`src/rtl/ar_pkg.sv`:
```
`default_nettype none
// ============================================================================
// Module      : ar_pkg
// Description : Shared types and default sizes for the burst address register.
// Revision    : 1.0  initial release
// ============================================================================
package ar_pkg;

    localparam int C_WIDTH_DEFAULT = 12;
    localparam int C_CNT_W_DEFAULT = 4;

    typedef enum logic [1:0] {
        IDLE  = 2'd0,
        BURST = 2'd1,
        DONE  = 2'd2
    } ar_state_e;

    // Datapath action selected by the controller for the coming edge.
    typedef enum logic [2:0] {
        OP_HOLD = 3'd0,
        OP_CLR  = 3'd1,
        OP_LOAD = 3'd2,
        OP_INC  = 3'd3,
        OP_DEC  = 3'd4
    } ar_op_e;

endpackage
`default_nettype wire

```
`src/rtl/ar_burst_address_register_if.sv`:
```
`default_nettype none
// ============================================================================
// Module      : ar_burst_address_register_if
// Description : Command and status bundle of the burst address register.
// Revision    : 1.0  initial release
// ============================================================================
interface ar_burst_address_register_if #(
    parameter int WIDTH = ar_pkg::C_WIDTH_DEFAULT,
    parameter int CNT_W = ar_pkg::C_CNT_W_DEFAULT
);
    logic             CLR_clear;
    logic             LD_load;
    logic             INR_increment;
    logic             DCR_decrement;
    logic             BST_start;
    logic [CNT_W-1:0] BST_count;
    logic [WIDTH-1:0] AR_input;
    logic [WIDTH-1:0] AR_output;
    logic             busy;
    logic             done;
    logic             wrap;

    modport master (
        output CLR_clear, LD_load, INR_increment, DCR_decrement,
        output BST_start, BST_count, AR_input,
        input  AR_output, busy, done, wrap
    );

    modport slave (
        input  CLR_clear, LD_load, INR_increment, DCR_decrement,
        input  BST_start, BST_count, AR_input,
        output AR_output, busy, done, wrap
    );
endinterface
`default_nettype wire

```
`src/rtl/ar_burst_ctrl.sv`:
```
`default_nettype none
// ============================================================================
// Module      : ar_burst_ctrl
// Description : Burst FSM and remaining counter; decodes commands into one op.
// Revision    : 1.0  initial release
// ============================================================================
module ar_burst_ctrl
    import ar_pkg::*;
#(
    parameter int CNT_W = C_CNT_W_DEFAULT
) (
    input  wire logic             clk,
    input  wire logic             rst,
    input  wire logic             clr,
    input  wire logic             ld,
    input  wire logic             inr,
    input  wire logic             dcr,
    input  wire logic             bst_start,
    input  wire logic [CNT_W-1:0] bst_count,
    output ar_op_e                op,
    output logic                  busy,
    output logic                  done
);

    ar_state_e        state_q, state_d;
    logic [CNT_W-1:0] remaining_q, remaining_d;

    always_ff @(posedge clk) begin
        if (rst) begin
            state_q     <= IDLE;
            remaining_q <= '0;
        end else begin
            state_q     <= state_d;
            remaining_q <= remaining_d;
        end
    end

    always_comb begin
        state_d     = state_q;
        remaining_d = remaining_q;
        op          = OP_HOLD;
        case (state_q)
            BURST: begin
                if (clr) begin
                    op          = OP_CLR;
                    remaining_d = '0;
                    state_d     = IDLE;
                end else begin
                    op          = OP_INC;
                    remaining_d = remaining_q - CNT_W'(1);
                    if (remaining_q == CNT_W'(1)) begin
                        state_d = DONE;
                    end
                end
            end
            default: begin
                // IDLE and DONE share command decoding; only IDLE may start a burst.
                state_d = IDLE;
                if (clr) begin
                    op = OP_CLR;
                end else if (bst_start && (state_q == IDLE)) begin
                    remaining_d = bst_count;
                    state_d     = (bst_count != '0) ? BURST : DONE;
                    op          = ld ? OP_LOAD : OP_HOLD;
                end else if (ld) begin
                    op = OP_LOAD;
                end else if (inr) begin
                    op = OP_INC;
                end else if (dcr) begin
                    op = OP_DEC;
                end
            end
        endcase
    end

    assign busy = (state_q == BURST);
    assign done = (state_q == DONE);

endmodule
`default_nettype wire

```
`src/rtl/ar_burst_address_register.sv`:
```
`default_nettype none
// ============================================================================
// Module      : ar_burst_address_register
// Description : Address register with load/inc/dec/clear and auto-increment bursts.
// Revision    : 1.0  initial release
// ============================================================================
module ar_burst_address_register
    import ar_pkg::*;
#(
    parameter int WIDTH = C_WIDTH_DEFAULT,
    parameter int CNT_W = C_CNT_W_DEFAULT
) (
    input  wire logic                    clk_clock,
    input  wire logic                    rst_reset,
    ar_burst_address_register_if.slave   bus
);

    ar_op_e           op;
    logic [WIDTH-1:0] ar_q, ar_d;
    logic             wrap_q, wrap_d;

    ar_burst_ctrl #(
        .CNT_W (CNT_W)
    ) u_ctrl (
        .clk       (clk_clock),
        .rst       (rst_reset),
        .clr       (bus.CLR_clear),
        .ld        (bus.LD_load),
        .inr       (bus.INR_increment),
        .dcr       (bus.DCR_decrement),
        .bst_start (bus.BST_start),
        .bst_count (bus.BST_count),
        .op        (op),
        .busy      (bus.busy),
        .done      (bus.done)
    );

    always_comb begin
        ar_d   = ar_q;
        wrap_d = 1'b0;
        case (op)
            OP_CLR:  ar_d = '0;
            OP_LOAD: ar_d = bus.AR_input;
            OP_INC: begin
                ar_d   = ar_q + WIDTH'(1);
                wrap_d = &ar_q;
            end
            OP_DEC: begin
                ar_d   = ar_q - WIDTH'(1);
                wrap_d = ~|ar_q;
            end
            default: ar_d = ar_q;
        endcase
    end

    always_ff @(posedge clk_clock) begin
        if (rst_reset) begin
            ar_q   <= '0;
            wrap_q <= 1'b0;
        end else begin
            ar_q   <= ar_d;
            wrap_q <= wrap_d;
        end
    end

    assign bus.AR_output = ar_q;
    assign bus.wrap      = wrap_q;

endmodule
`default_nettype wire

```
`src/flat_wrapper.sv`:
```
// flat-port wrapper written by rule: the top's interface ports become plain ports
module ar_burst_address_register_flat import ar_pkg::*;
#(
    parameter int WIDTH = C_WIDTH_DEFAULT,
    parameter int CNT_W = C_CNT_W_DEFAULT
)
  (clk_clock, rst_reset, bus_CLR_clear, bus_LD_load, bus_INR_increment, bus_DCR_decrement, bus_BST_start, bus_BST_count, bus_AR_input, bus_AR_output, bus_busy, bus_done, bus_wrap);
  ar_burst_address_register_if #(.WIDTH(WIDTH), .CNT_W(CNT_W)) bus_i ();
  input  wire logic clk_clock;
  input  wire logic rst_reset;
  input wire logic [$bits(bus_i.CLR_clear)-1:0] bus_CLR_clear;
  input wire logic [$bits(bus_i.LD_load)-1:0] bus_LD_load;
  input wire logic [$bits(bus_i.INR_increment)-1:0] bus_INR_increment;
  input wire logic [$bits(bus_i.DCR_decrement)-1:0] bus_DCR_decrement;
  input wire logic [$bits(bus_i.BST_start)-1:0] bus_BST_start;
  input wire logic [$bits(bus_i.BST_count)-1:0] bus_BST_count;
  input wire logic [$bits(bus_i.AR_input)-1:0] bus_AR_input;
  output wire logic [$bits(bus_i.AR_output)-1:0] bus_AR_output;
  output wire logic [$bits(bus_i.busy)-1:0] bus_busy;
  output wire logic [$bits(bus_i.done)-1:0] bus_done;
  output wire logic [$bits(bus_i.wrap)-1:0] bus_wrap;
  assign bus_i.CLR_clear = bus_CLR_clear;
  assign bus_i.LD_load = bus_LD_load;
  assign bus_i.INR_increment = bus_INR_increment;
  assign bus_i.DCR_decrement = bus_DCR_decrement;
  assign bus_i.BST_start = bus_BST_start;
  assign bus_i.BST_count = bus_BST_count;
  assign bus_i.AR_input = bus_AR_input;
  assign bus_AR_output = bus_i.AR_output;
  assign bus_busy = bus_i.busy;
  assign bus_done = bus_i.done;
  assign bus_wrap = bus_i.wrap;
  ar_burst_address_register #(.WIDTH(WIDTH), .CNT_W(CNT_W)) u_core (.clk_clock(clk_clock), .rst_reset(rst_reset), .bus(bus_i));
endmodule
```
`config.mk`:
```
export PLATFORM = sky130hd
export DESIGN_NAME = ar_burst_address_register_flat
export DESIGN_NICKNAME = d
export VERILOG_FILES = /design/src/rtl/ar_pkg.sv /design/src/rtl/ar_burst_address_register_if.sv /design/src/rtl/ar_burst_ctrl.sv /design/src/rtl/ar_burst_address_register.sv /design/src/flat_wrapper.sv
export SDC_FILE = /design/constraint.sdc
export NUM_CORES = 1
export LEC_CHECK = 0
export ABC_AREA = 1
export CORE_UTILIZATION = 25
export CTS_BUF_LIST = sky130_fd_sc_hd__clkbuf_8
export DETAILED_ROUTE_END_ITERATION = 12
export GPL_ROUTABILITY_DRIVEN = 1
export PLACE_DENSITY = 0.43
export SLEW_MARGIN = 20
export SYNTH_ARGS = -nofsm -noshare
export SYNTH_HDL_FRONTEND = slang
export SYNTH_SLANG_ARGS = --single-unit
```
`constraint.sdc`:
```
create_clock -name clk_clock -period 4.3 [get_ports clk_clock]
set_input_delay 0.43 -clock clk_clock [delete_from_list [all_inputs] [get_ports clk_clock]]
set_output_delay 0.43 -clock clk_clock [all_outputs]
set_load 0.02 [all_outputs]
```
* Word-level counts from Yosys, hierarchy flattened
Index checks and enable logic that the tools add are counted.
Word-level totals: register bits after elaboration 19, bits in latches 0, memory bits (writable) 0, bits in read-only memories 0, bits of input ports 23, output and inout bits 15, word-level logic and storage cells 45, memories 0
Cells by class: add/subtract/negate cells 3, $mul 0, divide/modulo/power cells 0, order comparisons 0, eq/ne operators 9, shift operators 0, multiplexer cells 20, bitwise operators 0, reductions and logical operators 9
Operator list (number):
- $pmux W12 S4 | 1
- $mux W3 | 6
- $mux W2 | 8
- $mux W4 | 4
- $add A12 B1 Y12 const B | 1
- $reduce_and A12 Y1 | 1
- $reduce_or A12 Y1 | 1
- $sub A12 B1 Y12 const B | 1
- $reduce_bool A4 Y1 | 2
- $eq A3 B2 Y1 const B | 2
- $eq A4 B1 Y1 const B | 1
- $sub A4 B1 Y4 const B | 1
- $eq A3 B1 Y1 const B | 1
- $eq A3 B3 Y1 const B | 1
- $ne A3 B2 Y1 const B | 1
- $eq A2 B1 Y1 const B | 1
- $eq A2 B2 Y1 const B | 1
- $logic_not A2 Y1 | 1
- $ne A2 B1 Y1 const B | 1
- $pmux W1 S2 | 1
- $reduce_and A2 Y1 | 1
- $reduce_bool A2 Y1 | 1
- $logic_and A1 B1 Y1 | 1
- $logic_not A1 Y1 | 1

* Longest topological paths before layout
word-level depth 8, gate-level depth with buffers 16, gate-level depth less buffers 16

* Cells and area by module
A second synthesis with hierarchy kept.
Second synthesis, totals: cell total of the unflattened synthesis 299, area, all modules 1776.7 µm²
Modules (own cells, without submodules):
- ar_burst_address_register | instances 1, cells each 223, area each 1301.2 µm², sequential area each 260.2 µm²
- ar_burst_ctrl | instances 1, cells each 76, area each 475.5 µm², sequential area each 120.1 µm²

* Least setup slack after synthesis
OpenSTA, ideal clock, no wires.
kind in2reg, from input bus_INR_increment, to register u_core.ar_q[7], in the netlist u_core.bus.AR_output[7], setup time 0.118 ns, arrival 2.164 ns, required time 4.182 ns, setup slack 2.018 ns, stages on the path 13, buffers on the path 0, cells stage by stage inv_1 -> nand2_1 -> nor2_1 -> nand3_2 -> inv_1 -> ha_1 -> nand2_1 -> nand3_1 -> nand2_1 -> nand2_1 -> or2_2 -> nand3_1 -> a21oi_1
On the way: longest elaborated chain between the ends 7, elaborated cells on any way between the ends 11, classes of those cells eq/ne: 4; mux: 6; reduce/logical: 1
RTL lines:
- start: declaration | line flat_wrapper.sv:13 | input wire logic [$bits(bus_i.INR_increment)-1:0] bus_INR_increment;
- $mux W3 (*) | line ar_burst_ctrl.sv:67 | end else if (inr) begin
- $mux W3 (*) | line ar_burst_ctrl.sv:65 | end else if (ld) begin
- $mux W3 (*) | line ar_burst_ctrl.sv:61 | end else if (bst_start && (state_q == IDLE)) begin
- $mux W3 (*) | line ar_burst_ctrl.sv:59 | if (clr) begin
- $mux W3 (*) | line ar_burst_ctrl.sv:42 | case (state_q)
- $eq A3 B3 Y1 (tied with other cells) | line ar_burst_address_register.sv:41 | case (op)
- $pmux W12 S4 / $reduce_bool A4 Y1 (equally long branches)
- end signal: assignment | line ar_burst_address_register.sv:61 | ar_q <= ar_d;
- end: declaration | line ar_burst_address_register.sv:19 | logic [WIDTH-1:0] ar_q, ar_d;
Mark *: on every way between the ends. The rest lies on a longest branch, timed or not. A chain may end at the register's enable or synchronous reset.

* Worst setup path after layout
Ends and elaborated chain as after synthesis.

==> metrics.txt <==
layout cell share with drive strength beyond 1 0.0483; Layout Skew ~9 ps; Post-Syn Instances 295; Sum Neg Setup Slack 0 ps; total power approximately 510 uW; CTS H-tree lvls 1; Tmin final 2750 ps; I/O Buffers 37; GRT overflow 0; vias per cell 4.50; DP Area 2220 um^2; Worst R2R Path Depth 11; drt first pass iters 5; Post-synth EDFFs 0; DIE HEIGHT 85.9 um; Worst Path Arrival a little under 3000 ps; most frequent CP cell nand2_1; DRC viols 0; Ports 38; hold_sp u_core.u_ctrl.remaining_q[1]; number of global-route vias before repair roughly 1900; Die Width ~86 um; Placed Instances 423; hold depth 2; TritonCTS Buffers 3; largest net degree at the start of global routing 25; global-route wire length before repair 8740 um; CTS tree done; Post-Layout Cell Count 427; Vias 1920; wire length per cell 11.8 um; Post-CTS Resized 0; Final Slew Violations 0; CTS Hold Bufs 0; Max-slew headroom 0.599; Cell variety after synth 29; Tightest Pin Transition 601 ps; kind of critical path input port to flop; Total GRT Usage 0.147; CP max FO 11; Critical Path End Type flop; fin crit share 0.640; outcome finished, final reports clean; Layout area overhead 28.6%; Pwr Density about 220 nW/um^2; top cells by count, synth nand2_1, inv_1, a21oi_1, nand3_1, nor2_1; final hold violation count 0; asr flop ratio synth 0; worst r2r src u_core.u_ctrl.state_q[0]; initial core utilization 0.259; CP max stage delay 420 ps; HPWL reported at the end of detailed placement 4000 um; Post-synth top flop dfxtp_1; initial antenna violation count 0; CP bufs+invs 3; CP Data Required Time 4460 ps; VDD IR max around 0.000090 V; cells taking the most area after synthesis dfxtp_1, nand2_1, inv_1, a21oi_1, ha_1; Design Area, Final 2270 um^2; Max stage delay cell, worst path clkdlybuf4s50_1; #FFs+latches synth 19; worst min-delay path endpoint u_core.u_ctrl.remaining_q[1]; RSZ-0062 raised after global routing no; Leakage Power approximately 1.0 nW; final setup vio count 0; worst path cell trace clkdlybuf4s50_1, inv_1, nand2_1, nor2_1, nand3_2, inv_1, ha_1, nand2_1, nand3_1, nand2_1, nand2_1, or2_2, nand3_1, a21oi_1; CTS root buf clkbuf_8; FF-to-FF setup slack 1800 ps; post-synth top area share 0.216; synth warn 0; routability congestion estimate about 0.81; Mean Syn Cell Area 5.97 um^2; Fmax 0.363 GHz; n_diodes 0; latest clock arrival within the worst-skew pair between 200 and 300 ps; R2R Path End u_core.bus.AR_output[7]; Worst setup SP type input port; MaxCap Viol Count 0; Post-CTS Setup Bufs 0; fillers 779; syn nets approximately 330; Hold Path Class flop to flop; FP Rows 30; die area 7390 um^2; DRT iter0 DRCs 79; clk sinks 19; Routed Antenna Nets 0; most area-hungry cell type in the Yosys netlist dfxtp_1; cell class contributing the biggest share of worst-path delay simple AND/OR/NAND/NOR gates; Synth Cell Area between 1500 and 2000 um^2; CORE AREA approximately 6800 um^2; clk buf depth 2; most common cell in the netlist nand2_1; post-synthesis sequential area ratio 0.216; final wirelength 5040 um; Clock Pin Slew Worst Setup and Hold Paths approximately 90 ps; Final Net Count 368
[cell families after synthesis]
group	synth area share
fa+ha+maj	0.0966
simple gates	0.403
xor+xnor	0.0149
flops	0.216
compound gates	0.146
buf+inv	0.124
[per-layer routing]
layer | routed length, um | track usage
met5 | 0 | 0
met1 | 2380 | 0.184
met3 | 184 | 0.0250
met4 | 85 | 0.0318
met2 | 2390 | 0.261
[worst max path at each step]
| stage | startpoint | to | slack (ps) | cells past startpoint |
|---|---|---|---|---|
| 2_1_floorplan | bus_INR_increment | u_core.bus.AR_output[7] | 2020 | 13 |
| 3_3_place_gp | bus_INR_increment | u_core.bus.AR_output[7] | 1350 | 14 |
| 3_5_place_dp | bus_INR_increment | u_core.bus.AR_output[7] | 1260 | 14 |
| 4_1_cts | bus_INR_increment | u_core.bus.AR_output[7] | 1550 | 14 |
| 6_report | bus_INR_increment | u_core.bus.AR_output[7] | 1550 | 14 |
| 5_1_grt | bus_CLR_clear | u_core.bus.AR_output[7] | 1340 | 12 |
[area by class of cell]
cell class                      count  area (um^2)  area share
Timing Repair Buffer               37          370       0.163
Sequential cell                    19          380       0.168
Multi-Input combinational cell    222         1160       0.513
Tap cell                           96          120      0.0530
Inverter                           49          184      0.0812
Clock inverter                      1         7.51     0.00331
Clock buffer                        3         41.3      0.0182
[placed cells by master (no fill, tap or decap), types with 2 or more instances in the layout]
| master | instances |
|---|---|
| a211oi_1 | 2 |
| a21oi_1 | 35 |
| clkbuf_8 | 3 |
| clkdlybuf4s50_1 | 37 |
| dfxtp_1 | 19 |
| ha_1 | 12 |
| inv_1 | 47 |
| inv_2 | 2 |
| nand2_1 | 87 |
| nand3_1 | 25 |
| nand3_2 | 2 |
| nand3b_1 | 2 |
| nand4_1 | 6 |
| nor2_1 | 25 |
| nor2_4 | 2 |
| nor4_1 | 6 |
| o21ai_0 | 4 |
| or2_2 | 4 |
| xor2_1 | 2 |
[power breakdown]
part | internal, mW | total [mW] | switching, mW
logic | 0.0706 | 0.162 | 0.0914
clock network | 0.0657 | 0.142 | 0.0767
registers | 0.189 | 0.201 | 0.0124
total | 0.325 | 0.506 | 0.181
[tightest hold or removal path, stage by stage, from the launching register on]
cell and delay (ps):
dfxtp_1 320, inv_1 110, a211oi_1 90
[state kept, by name, summed over array words and instances (netlist names)]
register and cells:
u_core.u_ctrl.remaining_q 4, u_core.bus.AR_output 12, u_core.u_ctrl.state_q 2, u_core.bus.wrap 1
[metrics by stage]
stage	util	setup WS, ps	hold slack (ps)
final	0.334	1550	562
after CTS	0.334	1550	550
after floorplan	-	2020	482
after global placement	0.326	1350	543
after global routing	0.334	1340	584
after detailed placement	0.326	1260	532
(Power assumes the default switching activity.)
